**src/rtl/div_sequencer_if.sv**
```systemverilog
// div_sequencer_if -- bundle of request/response and shared-ALU signals for div_sequencer.
//
// Handshake: the requester raises start for one cycle while the sequencer is
// idle (busy=0, done=0) to launch one division. Operands, is_signed and sel_rem
// are sampled on that edge. A start seen while busy or while done is high is
// dropped, not queued. Completion is a single-cycle done pulse; result stays
// valid from that pulse until the next accepted start overwrites it. flush
// abandons the operation in flight without a done pulse.
//
// Shared ALU: while alu_req is high the pipeline mux must route alu_op1,
// alu_op2 and alu_ctrl (0=ADD, 1=SUB) to the ALU. alu_result must be the
// combinational ALU output for those operands in the same cycle.
//
// Modports:
//   master : requester plus ALU side (drives start/flush/operands/alu_result)
//   slave  : the sequencer itself
interface div_sequencer_if #(
    parameter int DATA_WIDTH     = 32,
    parameter int CONTROLL_WIDTH = 4
);
    logic                      start;
    logic                      flush;
    logic                      is_signed;
    logic                      sel_rem;
    logic [DATA_WIDTH-1:0]     dividend;
    logic [DATA_WIDTH-1:0]     divisor;
    logic                      busy;
    logic                      done;
    logic [DATA_WIDTH-1:0]     result;
    logic                      alu_req;
    logic [DATA_WIDTH-1:0]     alu_op1;
    logic [DATA_WIDTH-1:0]     alu_op2;
    logic [CONTROLL_WIDTH-1:0] alu_ctrl;
    logic [DATA_WIDTH-1:0]     alu_result;

    modport master (
        output start, flush, is_signed, sel_rem, dividend, divisor, alu_result,
        input  busy, done, result, alu_req, alu_op1, alu_op2, alu_ctrl
    );

    modport slave (
        input  start, flush, is_signed, sel_rem, dividend, divisor, alu_result,
        output busy, done, result, alu_req, alu_op1, alu_op2, alu_ctrl
    );
endinterface

```
**src/rtl/div_sequencer.sv**
```systemverilog
// div_sequencer -- multi-cycle restoring divider that borrows a shared ALU for
// its subtractions.
//
// An accepted start captures operand magnitudes, then DIVIDE runs one
// restoring step per cycle for DATA_WIDTH cycles. In signed mode a FIXUP
// cycle negates the selected value through the ALU when its sign requires it.
// Divide by zero skips straight to DONE with quotient all-ones and
// remainder equal to the raw dividend.
//
// Ports:
//   clk        : clock, rising edge
//   rst        : synchronous active-high reset, highest priority
//   bus        : div_sequencer_if.slave (start/flush/operands, busy/done/result,
//                shared ALU request/operands/result)
//   state_dbg  : current FSM state (0 IDLE, 1 DIVIDE, 2 FIXUP, 3 DONE)
//
// Configuration:
//   DIV_SEQ_SIGNED_EN  defined   -> is_signed selects DIV/REM semantics
//                      undefined -> every division is unsigned, FIXUP unused
module div_sequencer #(
    parameter int DATA_WIDTH     = 32,
    parameter int CONTROLL_WIDTH = 4
) (
    input  logic              clk,
    input  logic              rst,
    div_sequencer_if.slave    bus,
    output logic [1:0]        state_dbg
);
    localparam int CNT_W = $clog2(DATA_WIDTH);
    localparam logic [CONTROLL_WIDTH-1:0] ALU_ADD = '0;
    localparam logic [CONTROLL_WIDTH-1:0] ALU_SUB = CONTROLL_WIDTH'(1);
    localparam logic [CNT_W-1:0]          CNT_LAST = CNT_W'(DATA_WIDTH - 1);

    typedef enum logic [1:0] {
        S_IDLE   = 2'd0,
        S_DIVIDE = 2'd1,
        S_FIXUP  = 2'd2,
        S_DONE   = 2'd3
    } state_t;

    state_t                state, state_next;
    logic [CNT_W-1:0]      cnt;
    // quo starts as the dividend magnitude; each step shifts one dividend bit
    // out of the top and one quotient bit in at the bottom.
    logic [DATA_WIDTH-1:0] quo;
    logic [DATA_WIDTH-1:0] rem;
    logic [DATA_WIDTH-1:0] dvs;
    logic                  neg_q;
    logic                  neg_r;
    logic                  sel_rem_r;
    logic [DATA_WIDTH-1:0] result_r;

    logic                  signed_mode;
    logic                  dvd_neg;
    logic                  dvs_neg;
    logic [DATA_WIDTH-1:0] dvd_mag;
    logic [DATA_WIDTH-1:0] dvs_mag;
    logic [DATA_WIDTH-1:0] shifted;
    logic                  accept;
    logic [DATA_WIDTH-1:0] rem_next;
    logic [DATA_WIDTH-1:0] quo_next;
    logic                  last;
    logic                  need_fix;
    logic                  take_start;

`ifdef DIV_SEQ_SIGNED_EN
    assign signed_mode = bus.is_signed;
`else
    logic unused_is_signed;
    assign unused_is_signed = bus.is_signed;
    assign signed_mode      = 1'b0;
`endif

    assign take_start = bus.start && !bus.flush;

    // Negation of the most negative value wraps to itself, which is exactly
    // its unsigned magnitude.
    assign dvd_neg = signed_mode && bus.dividend[DATA_WIDTH-1];
    assign dvs_neg = signed_mode && bus.divisor[DATA_WIDTH-1];
    assign dvd_mag = dvd_neg ? (~bus.dividend + 1'b1) : bus.dividend;
    assign dvs_mag = dvs_neg ? (~bus.divisor + 1'b1) : bus.divisor;

    // One restoring step. rem[MSB] set means the shifted partial remainder is
    // really 33 bits wide and therefore always exceeds the divisor; the ALU
    // difference modulo 2^DATA_WIDTH is still the right new remainder.
    assign shifted  = {rem[DATA_WIDTH-2:0], quo[DATA_WIDTH-1]};
    assign accept   = rem[DATA_WIDTH-1] || (shifted >= dvs);
    assign rem_next = accept ? bus.alu_result : shifted;
    assign quo_next = {quo[DATA_WIDTH-2:0], accept};
    assign last     = (cnt == CNT_LAST);
    assign need_fix = sel_rem_r ? neg_r : neg_q;

    always_comb begin
        state_next   = state;
        bus.busy     = 1'b0;
        bus.done     = 1'b0;
        bus.alu_req  = 1'b0;
        bus.alu_op1  = '0;
        bus.alu_op2  = '0;
        bus.alu_ctrl = ALU_ADD;
        case (state)
            S_IDLE: begin
                if (take_start)
                    state_next = (bus.divisor == '0) ? S_DONE : S_DIVIDE;
            end
            S_DIVIDE: begin
                bus.busy     = 1'b1;
                bus.alu_req  = 1'b1;
                bus.alu_op1  = shifted;
                bus.alu_op2  = dvs;
                bus.alu_ctrl = ALU_SUB;
                if (bus.flush)
                    state_next = S_IDLE;
                else if (last)
                    state_next = need_fix ? S_FIXUP : S_DONE;
            end
            S_FIXUP: begin
                bus.busy     = 1'b1;
                bus.alu_req  = 1'b1;
                bus.alu_op1  = '0;
                bus.alu_op2  = sel_rem_r ? rem : quo;
                bus.alu_ctrl = ALU_SUB;
                state_next   = bus.flush ? S_IDLE : S_DONE;
            end
            S_DONE: begin
                // A flush arriving in DONE suppresses the pulse.
                bus.done   = !bus.flush;
                state_next = S_IDLE;
            end
            default: state_next = S_IDLE;
        endcase
    end

    always_ff @(posedge clk) begin
        if (rst) begin
            state     <= S_IDLE;
            cnt       <= '0;
            quo       <= '0;
            rem       <= '0;
            dvs       <= '0;
            neg_q     <= 1'b0;
            neg_r     <= 1'b0;
            sel_rem_r <= 1'b0;
            result_r  <= '0;
        end else begin
            state <= state_next;
            case (state)
                S_IDLE: begin
                    if (take_start) begin
                        sel_rem_r <= bus.sel_rem;
                        neg_q     <= dvd_neg ^ dvs_neg;
                        neg_r     <= dvd_neg;
                        dvs       <= dvs_mag;
                        quo       <= dvd_mag;
                        rem       <= '0;
                        cnt       <= '0;
                        if (bus.divisor == '0)
                            result_r <= bus.sel_rem ? bus.dividend : '1;
                    end
                end
                S_DIVIDE: begin
                    if (!bus.flush) begin
                        rem <= rem_next;
                        quo <= quo_next;
                        cnt <= last ? '0 : cnt + 1'b1;
                        if (last && !need_fix)
                            result_r <= sel_rem_r ? rem_next : quo_next;
                    end
                end
                S_FIXUP: begin
                    if (!bus.flush)
                        result_r <= bus.alu_result;
                end
                default: ;
            endcase
        end
    end

    assign bus.result = result_r;
    assign state_dbg  = state;
endmodule

```
**src/flat_wrapper.sv**
```systemverilog
// flat-port wrapper written by rule: the top's interface ports become plain ports
module div_sequencer_flat 
#(
    parameter int DATA_WIDTH     = 32,
    parameter int CONTROLL_WIDTH = 4
)
  (clk, rst, state_dbg, bus_start, bus_flush, bus_is_signed, bus_sel_rem, bus_dividend, bus_divisor, bus_alu_result, bus_busy, bus_done, bus_result, bus_alu_req, bus_alu_op1, bus_alu_op2, bus_alu_ctrl);
  div_sequencer_if #(.DATA_WIDTH(DATA_WIDTH), .CONTROLL_WIDTH(CONTROLL_WIDTH)) bus_i ();
  input  logic clk;
  input  logic rst;
  output logic [1:0] state_dbg;
  input wire logic [$bits(bus_i.start)-1:0] bus_start;
  input wire logic [$bits(bus_i.flush)-1:0] bus_flush;
  input wire logic [$bits(bus_i.is_signed)-1:0] bus_is_signed;
  input wire logic [$bits(bus_i.sel_rem)-1:0] bus_sel_rem;
  input wire logic [$bits(bus_i.dividend)-1:0] bus_dividend;
  input wire logic [$bits(bus_i.divisor)-1:0] bus_divisor;
  input wire logic [$bits(bus_i.alu_result)-1:0] bus_alu_result;
  output wire logic [$bits(bus_i.busy)-1:0] bus_busy;
  output wire logic [$bits(bus_i.done)-1:0] bus_done;
  output wire logic [$bits(bus_i.result)-1:0] bus_result;
  output wire logic [$bits(bus_i.alu_req)-1:0] bus_alu_req;
  output wire logic [$bits(bus_i.alu_op1)-1:0] bus_alu_op1;
  output wire logic [$bits(bus_i.alu_op2)-1:0] bus_alu_op2;
  output wire logic [$bits(bus_i.alu_ctrl)-1:0] bus_alu_ctrl;
  assign bus_i.start = bus_start;
  assign bus_i.flush = bus_flush;
  assign bus_i.is_signed = bus_is_signed;
  assign bus_i.sel_rem = bus_sel_rem;
  assign bus_i.dividend = bus_dividend;
  assign bus_i.divisor = bus_divisor;
  assign bus_i.alu_result = bus_alu_result;
  assign bus_busy = bus_i.busy;
  assign bus_done = bus_i.done;
  assign bus_result = bus_i.result;
  assign bus_alu_req = bus_i.alu_req;
  assign bus_alu_op1 = bus_i.alu_op1;
  assign bus_alu_op2 = bus_i.alu_op2;
  assign bus_alu_ctrl = bus_i.alu_ctrl;
  div_sequencer #(.DATA_WIDTH(DATA_WIDTH), .CONTROLL_WIDTH(CONTROLL_WIDTH)) u_core (.clk(clk), .rst(rst), .bus(bus_i), .state_dbg(state_dbg));
endmodule
```
**config.mk**
```make
export PLATFORM = sky130hd
export DESIGN_NAME = div_sequencer_flat
export DESIGN_NICKNAME = d
export VERILOG_FILES = /design/src/rtl/div_sequencer_if.sv /design/src/rtl/div_sequencer.sv /design/src/flat_wrapper.sv
export SDC_FILE = /design/constraint.sdc
export NUM_CORES = 1
export LEC_CHECK = 0
export ABC_AREA = 1
export CAP_MARGIN = 20
export CORE_UTILIZATION = 45
export DETAILED_ROUTE_END_ITERATION = 7
export PLACE_DENSITY_LB_ADDON = 0.25
export SLEW_MARGIN = 10
export SYNTH_ARGS = -nofsm -noshare
export SYNTH_HDL_FRONTEND = slang
export SYNTH_SLANG_ARGS = --single-unit
export TNS_END_PERCENT = 10
```
**constraint.sdc**
```tcl
create_clock -name clk -period 2.2 [get_ports clk]
set_input_delay 0.66 -clock clk [delete_from_list [all_inputs] [get_ports clk]]
set_output_delay 0.66 -clock clk [all_outputs]
set_load 0.01 [all_outputs]
```
==> Word level (Yosys, flattened, before mapping) <==
Index checks and enable logic that the tools add are counted.
{ "totals": {"inputBits": 102, "latchBits": 0, "out_inout_bits": 105, "n_memories": 0, "elab_cells": 62, "romBits": 0, "register_bits": 136, "ram_bits": 0} }
{ "classes": {"bitwise_logic": 0, "mux": 31, "n_lt_le_gt_ge": 1, "add_sub_neg": 1, "n_reduce_logical": 12, "eq_ne": 10, "shifts": 0, "div": 0, "mul": 0} }
{ "op_table": {"columns": ["op", "count"], "rows": [
  ["$mux W32", 14],
  ["$pmux W32 S2", 3],
  ["$pmux W32 S3", 1],
  ["$ge A32 B32 Y1", 1],
  ["$logic_not A32 Y1", 1],
  ["$mux W5", 3],
  ["$mux W2", 5],
  ["$pmux W5 S2", 1],
  ["$pmux W2 S4", 1],
  ["$ne A2 B1 Y1 const B", 3],
  ["$reduce_and A6 Y1", 1],
  ["$add A5 B1 Y5 const B", 1],
  ["$eq A5 B5 Y1 const B", 1],
  ["$eq A2 B2 Y1 const B", 2],
  ["$ne A2 B2 Y1 const B", 2],
  ["$reduce_and A2 Y1", 2],
  ["$mux W1", 3],
  ["$ne A3 B2 Y1 const B", 1],
  ["$reduce_and A3 Y1", 1],
  ["$reduce_bool A3 Y1", 1],
  ["$eq A2 B1 Y1 const B", 1],
  ["$logic_not A2 Y1", 1],
  ["$reduce_bool A2 Y1", 1],
  ["$reduce_or A2 Y1", 1],
  ["other kinds (3)", 3]
]} }

==> Longest topological paths before layout <==
Gate-level depths: netlist (run 1).
{ "logic_depth": {"word_depth": 7, "mapped_depth": 20, "depth_no_buf": 19} }

==> Worst setup path before layout (run 1) <==
No wires, ideal clock.
{ "synth_timing": {"path_type": "reg2out", "startpoint": "register u_core.state[0] (netlist: u_core.state_dbg[0])", "endpoint": "output port bus_alu_op2[10]", "path_buffers": 2, "required_ps": 1540, "path_stages_with_launch": 7, "setup_slack_ps": -152, "arrival_ps": 1692, "path_cell_list": "dfxtp_1 > inv_1 > ha_1 > inv_1 > clkbuf_1 > clkbuf_1 > a21oi_1"} }
{ "synth_between": {"elab_chain_len": 2, "elab_cells_between_ends": 3, "cone_classes": "eq/ne: 2; mux: 1"} }
{ "synth_rtl": {"columns": ["element", "line", "text"], "rows": [
  ["start: declaration", "div_sequencer.sv:41", "state_t state, state_next;"],
  ["start signal: assignment", "div_sequencer.sv:146", "state <= state_next;"],
  ["$eq A2 B2 Y1 or $eq A2 B1 Y1 (tied branches)", "div_sequencer.sv:101", "case (state)"],
  ["$pmux W32 S2 (*)", "div_sequencer.sv:101", null],
  ["end: declaration", "flat_wrapper.sv:24", "output wire logic [$bits(bus_i.alu_op2)-1:0] bus_alu_op2;"]
]} }
Mark *: on every way between the ends. The rest lies on a longest branch, timed or not.

==> Worst setup path in the final report (run 1) <==
{ "layout_timing": {"startpoint": "register u_core.sel_rem_r", "endpoint": "output port bus_alu_op2[16]"} }
{ "layout_between": {"elab_chain_len": 2} }
{ "layout_rtl": {"columns": ["element", "line", "text"], "rows": [
  ["start: declaration", "div_sequencer.sv:50", "logic sel_rem_r;"],
  ["start signal: assignment", "div_sequencer.sv:150", "sel_rem_r <= bus.sel_rem;"],
  ["$mux W32", "div_sequencer.sv:121", "bus.alu_op2 = sel_rem_r ? rem : quo;"],
  ["$pmux W32 S2", "div_sequencer.sv:101", null]
]} }
Every way passes these cells.

==> flow_metrics.env, run 1 <==
export IMPL_arrival_ns=1.82
export IMPL_hold_class="reg -> reg"
export IMPL_clkLatencyLatePin_ns=0.43
export IMPL_setup_viol=151
export IMPL_wl_per_cell_um=18.33
export IMPL_cp_start_kind="register"
export IMPL_period_minus_slack_ns=2.485
export IMPL_worst_pin_slew_ns=0.5828
export IMPL_finalNonFillerCells=1888
export IMPL_grt_pass1_vias=9547
export IMPL_power_leakage_nw=6.176
export IMPL_cts_buffers=17
export IMPL_die_w_um=140.6
export IMPL_core_um2=18770
export IMPL_rsz0062_at_grt="yes"
export IMPL_crit_path_end_kind="output port"
export IMPL_holdWs_ns=0.4723
export IMPL_grt_pass1_wl_mm=49.02
export IMPL_synth_area_per_cell_um2=6.329
export IMPL_fin_crit_sh_pct=112.9
export IMPL_crit_type="reg -> out"
export IMPL_grt_overflow=0
export IMPL_synth_area_leaders="dfxtp_1, nand2_1, a21oi_1, ha_1, o21ai_0"
export IMPL_skew_ns=0.01221
export IMPL_gp_congestion=0.9576
export IMPL_clkTransAtPathRegs_ns=0.06
export IMPL_synth_most_common_cell="nand2_1"
export IMPL_antenna_found_initial=1
export IMPL_cts_tree="done"
export IMPL_setup_ws_ns=-0.2849
export IMPL_maxCapViolCount=0
export IMPL_violations="setup timing"
export IMPL_clock_sinks=136
export IMPL_routed_wl_mm=34.60
export IMPL_fp_dieH_um=140.6
export IMPL_via_count=10651
export IMPL_drive_above_1_share_pct=30.67
export IMPL_synth_top_area_share_pct=31.49
export IMPL_hpwl_mm=22.85
export IMPL_synth_flop_cell="dfxtp_1"
export IMPL_start_util_pct=46.07
export IMPL_ios=207
export IMPL_drc=0
export IMPL_firstDrtPassIters=8
export IMPL_synth_area_leader_cell="dfxtp_1"
export IMPL_status="finished, violations left"
export IMPL_synth_seq_area_share_pct=31.49
export IMPL_port_buffers=202
export IMPL_netlist_cell_type_count=36
export IMPL_hold_viol=0
export IMPL_vias_per_cell=5.641
export IMPL_syn_inst=1366
export IMPL_synth_edf_count=0
export IMPL_grt_max_degree=37
export IMPL_fill_cells=1494
export IMPL_async_flop_share_pct=0
export IMPL_synth_seq_cells=136
export IMPL_cts_hold_buf=0
export IMPL_nets=1782
export IMPL_rows=50
export IMPL_antenna_left=0
export IMPL_ys_warn_count=0
export IMPL_h_tree_depth=4
export IMPL_die_area_um2=19770
export IMPL_vdd_drop_max_mv=0.8618
export IMPL_cts_buffer_depth=2
export IMPL_drv_slew=0
export IMPL_syn_to_final_growth_pct=55.64
export IMPL_grt_usage_pct=31.89
export IMPL_power_density_nw_per_um2=1209
export IMPL_final_core_utilization_pct=71.70
export IMPL_crit_required_ns=1.54
export IMPL_cts_root_buffer="clkbuf_16"
export IMPL_max_freq_mhz=402.4
export IMPL_p_total_mw=16.27
export IMPL_crit_fanout=12
export IMPL_syn_area_um2=8646
export IMPL_dp_cells=1815
export IMPL_slew_headroom_pct=61.15
export IMPL_synthTopCellsByCount="nand2_1, a21oi_1, dfxtp_1, inv_1, o21ai_0"
export IMPL_drt_iter0_drc=992
==> critical path, stage by stage, from the launching register on <==
cell      delay [ns]
dfxtp_4         0.36
buf_12          0.15
buf_4           0.17
nor2_2          0.24
inv_1           0.09
o211ai_1        0.14
a21oi_1         0.11
buf_2           0.15
==> cell usage in the layout (no fill, tap or decap), types with 42 or more instances in the layout <==
cell,Yosys,final
a21oi_1,178,133
a21oi_2,1,42
buf_2,12,48
buf_4,7,91
clkdlybuf4s50_1,0,115
dfxtp_1,136,112
inv_1,120,92
nand2_1,392,343
nand2_2,19,61
nand3_1,68,59
nor2_1,87,75
o21ai_0,98,65
==> power by group <==
| group | switching [mW] | total [mW] | internal (mW) |
|---|---|---|---|
| clock | 1.20 | 2.76 | 1.56 |
| combinational | 5.62 | 9.92 | 4.29 |
| sequential | 0.454 | 3.59 | 3.13 |
==> flip-flops by register name, indices dropped and copies added (netlist names) <==
register / flops
u_core.dvs: 32
u_core.rem: 32
u_core.state_dbg: 2
u_core.sel_rem_r: 1
u_core.cnt: 5
u_core.bus.result: 32
u_core.quo: 32
==> layout make-up <==
type                    count  area [um^2]  share of cell area [%]
multi-input cells        1009         5766                   42.85
well taps                 234        292.8                   2.176
inverters                 123        474.2                   3.524
clock buffers              18        429.2                   3.189
flip-flops and latches    136         2760                   20.51
repair buffers            353         3606                   26.80
diodes                      1        2.502                 0.01860
clock inverters            14        126.4                  0.9391
==> path summary, 6_finish.rpt <==
check / to / start / depth (start not counted) / slack, ns
setup / recovery: bus_alu_op2[16] / u_core.sel_rem_r / 7 / -0.28
hold / removal: u_core.bus.result[0] / u_core.bus.result[0] / 2 / 0.47
setup reg to reg: u_core.rem[15] / u_core.state_dbg[0] / 16 / -0.12
hold reg to reg: u_core.bus.result[0] / u_core.bus.result[0] / 2 / 0.47
==> through the flow <==
step	cell area [um^2]	TNS, ns	setup slack (ns)
2_1_floorplan	8661	-0.5712	-0.01875
3_3_place_gp	11630	-30.68	-0.4882
3_5_place_dp	11630	-34.04	-0.5213
4_1_cts	12410	-7.861	-0.2271
5_1_grt	13460	-25.67	-0.3246
6_report	13460	-12.99	-0.2849
==> metal layers <==
layer | vias to the layer above | global-route usage (%) | wire [um] | part of all wire (%)
met2 | 521 | 57.48 | 17390 | 50
met5 | - | 0 | 0 | 0
li1 | 5022 | - | - | -
met4 | 0 | 16.13 | 1635 | 4.7
met1 | 4987 | 36.37 | 13240 | 38
met3 | 121 | 5.197 | 2331 | 6.7
==> cell families (layout without fill, tap and decap cells) <==
group | count (synthesis) | after routing | synth area share (%)
AO/OA/AOI/OAI | 349 | 349 | 21.92
buffers and inverters | 223 | 508 | 10.82
adder cells (fa/ha/maj) | 40 | 40 | 5.789
AND/OR/NAND/NOR | 616 | 616 | 29.83
XOR/XNOR | 1 | 1 | 0.1013
other | 1 | 4 | 0.04337
flip-flops | 136 | 136 | 31.49
==> repair_timing <==
| item | 4_1_cts | 5_1_grt |
|---|---|---|
| pin swaps | 34 | 77 |
| setup buffers | 13 | 18 |
| setup endpoints to repair | 153 | 153 |
| resized for setup | 364 | 226 |
| cloned | 5 | 6 |
Note: power is estimated with default switching activity, not from simulation.
==> inputs of run 2 (changes only) <==
Settings changed: CORE_ASPECT_RATIO set to 2.
==> run 2 against run 1 <==
The flow still finishes with violations (setup timing). First-iteration DRC count down 23%. Final cell count up 3.5%. Sequential power up 1%. Count of clock-buffer cells in the layout up 1. Hold slack better by 0.0078 ns. Worst setup slack worse by 0.0092 ns. Non-clock buffer count up 47. Utilization up 2.5 points. Clock power about the same. Critical path depth down 1. Maximum frequency down 0.37%. Wire length up 11%. Largest cell class unchanged. Largest power group unchanged.
==> flow_metrics.env, run 2 (same netlist as run 1, synthesis figures left out) <==
export IMPL_drv_slew=0
export IMPL_finalNonFillerCells=1955
export IMPL_final_cell_mix="nand2_1, buf_4, a21oi_1"
export IMPL_antenna_left=0
export IMPL_crit_fanout=9
export IMPL_holdWs_ns=0.4801
export IMPL_cts_buffers=17
export IMPL_drc=0
export IMPL_clkLatencyLatePin_ns=0.43
export IMPL_violations="setup timing"
export IMPL_start_util_pct=45.91
export IMPL_grt_overflow=0
export IMPL_period_minus_slack_ns=2.494
export IMPL_cts_root_buffer="clkbuf_16"
export IMPL_crit_path_end_kind="output port"
export IMPL_cp_start_kind="register"
export IMPL_fill_cells=1490
export IMPL_final_common_cell="nand2_1"
export IMPL_cts_hold_buf=0
export IMPL_arrival_ns=1.83
export IMPL_vias_per_cell=5.657
export IMPL_cts_tree="done"
export IMPL_die_area_um2=19800
export IMPL_fin_crit_sh_pct=113.4
export IMPL_core_um2=18830
export IMPL_crit_type="reg -> out"
export IMPL_drive_above_1_share_pct=37.24
export IMPL_setup_ws_ns=-0.2941
export IMPL_status="finished, violations left"
export IMPL_clkTransAtPathRegs_ns=0.07
export IMPL_grt_pass1_wl_mm=52.52
export IMPL_crit_path_start="u_core.sel_rem_r"
export IMPL_multi_input_area_um2=6032
export IMPL_hold_class="reg -> reg"
export IMPL_rows=71
export IMPL_maxCapViolCount=0
export IMPL_crit_required_ns=1.54
export IMPL_power_density_nw_per_um2=1203
export IMPL_wl_per_cell_um=19.61
export IMPL_die_w_um=100.0
export IMPL_skew_ns=0.01273
export IMPL_gp_congestion=0.9532
export IMPL_clock_sinks=136
export IMPL_grt_pass1_vias=10485
export IMPL_dp_cells=1891
export IMPL_drt_iter0_drc=762
export IMPL_antenna_found_initial=0
export IMPL_postPlaceCellArea_um2=12000
export IMPL_r2r_start="u_core.dvs[30]"
export IMPL_h_tree_depth=4
export IMPL_ios=207
export IMPL_power_leakage_nw=6.401
export IMPL_fp_dieH_um=198.0
export IMPL_port_buffers=202
export IMPL_max_freq_mhz=400.9
export IMPL_min_delay_start="u_core.dvs[13]"
export IMPL_rsz0062_at_grt="yes"
export IMPL_worst_pin_slew_ns=0.5405
export IMPL_syn_to_final_growth_pct=61.55
export IMPL_hold_viol=0
export IMPL_hpwl_mm=26.47
export IMPL_regArea_um2=2775
export IMPL_vdd_drop_max_mv=0.6687
export IMPL_grt_max_degree=43
export IMPL_grt_usage_pct=35.42
export IMPL_antenna_cells=0
export IMPL_routed_wl_mm=38.34
export IMPL_via_count=11059
export IMPL_firstDrtPassIters=6
export IMPL_pre_cts_ws_ns=-0.6598
export IMPL_setup_viol=100
export IMPL_slew_headroom_pct=63.59
export IMPL_nets=1829
export IMPL_cts_buffer_depth=2
export IMPL_final_area_um2=13970
-- run 2: area by class of cell --
type                    instances  share of cell area, %
clock buffers                  19                  3.171
clock inverters                13                 0.8510
inverters                     123                  3.449
multi-input cells            1009                  43.19
flip-flops and latches        136                  19.87
well taps                     255                  2.284
repair buffers                400                  27.19
-- run 2: repair_timing --
item / CTS / global route
resized for setup: 363 / 279
gates cloned: 3 / 9
pin swaps: 43 / 99
setup buffers: 10 / 12
endpoints found under the setup margin: 122 / 130
-- run 2: routing by layer --
| metal | vias to the layer above | global-route usage, % | routed length, um |
|---|---|---|---|
| met5 | - | 0 | 0 |
| met4 | 0 | 33.44 | 3953 |
| met1 | 5159 | 30.96 | 12100 |
| met3 | 219 | 4.836 | 1719 |
| met2 | 567 | 67.08 | 20570 |
| li1 | 5114 | - | - |
-- run 2: metrics by stage --
step | setup TNS [ns] | util (%) | total power [mW]
3_3_place_gp | -39.54 | 63.69 | 11.74
6_report | -9.628 | 74.16 | 16.80
2_1_floorplan | -0.5712 | - | 8.007
4_1_cts | -7.714 | 67.35 | 15.11
3_5_place_dp | -43.24 | 63.69 | 11.85
5_1_grt | -17.88 | 74.16 | 17.62
-- run 2: critical path, stage by stage, from the launching register on --
cell	delay [ns]
dfxtp_4	0.41
buf_6	0.14
inv_8	0.04
buf_6	0.12
o211ai_1	0.42
a21oi_2	0.11
buf_2	0.16
-- run 2: report_power, final --
group | switching, mW | internal (mW)
logic | 5.99 | 4.38
clock network | 1.20 | 1.59
registers | 0.503 | 3.14
-- run 2: worst paths after layout --
check | to | slack [ns] | cells past startpoint
max | bus_alu_op2[20] | -0.29 | 6
min | u_core.dvs[13] | 0.48 | 2
max reg2reg | u_core.bus.result[11] | -0.13 | 16
min reg2reg | u_core.dvs[13] | 0.48 | 2
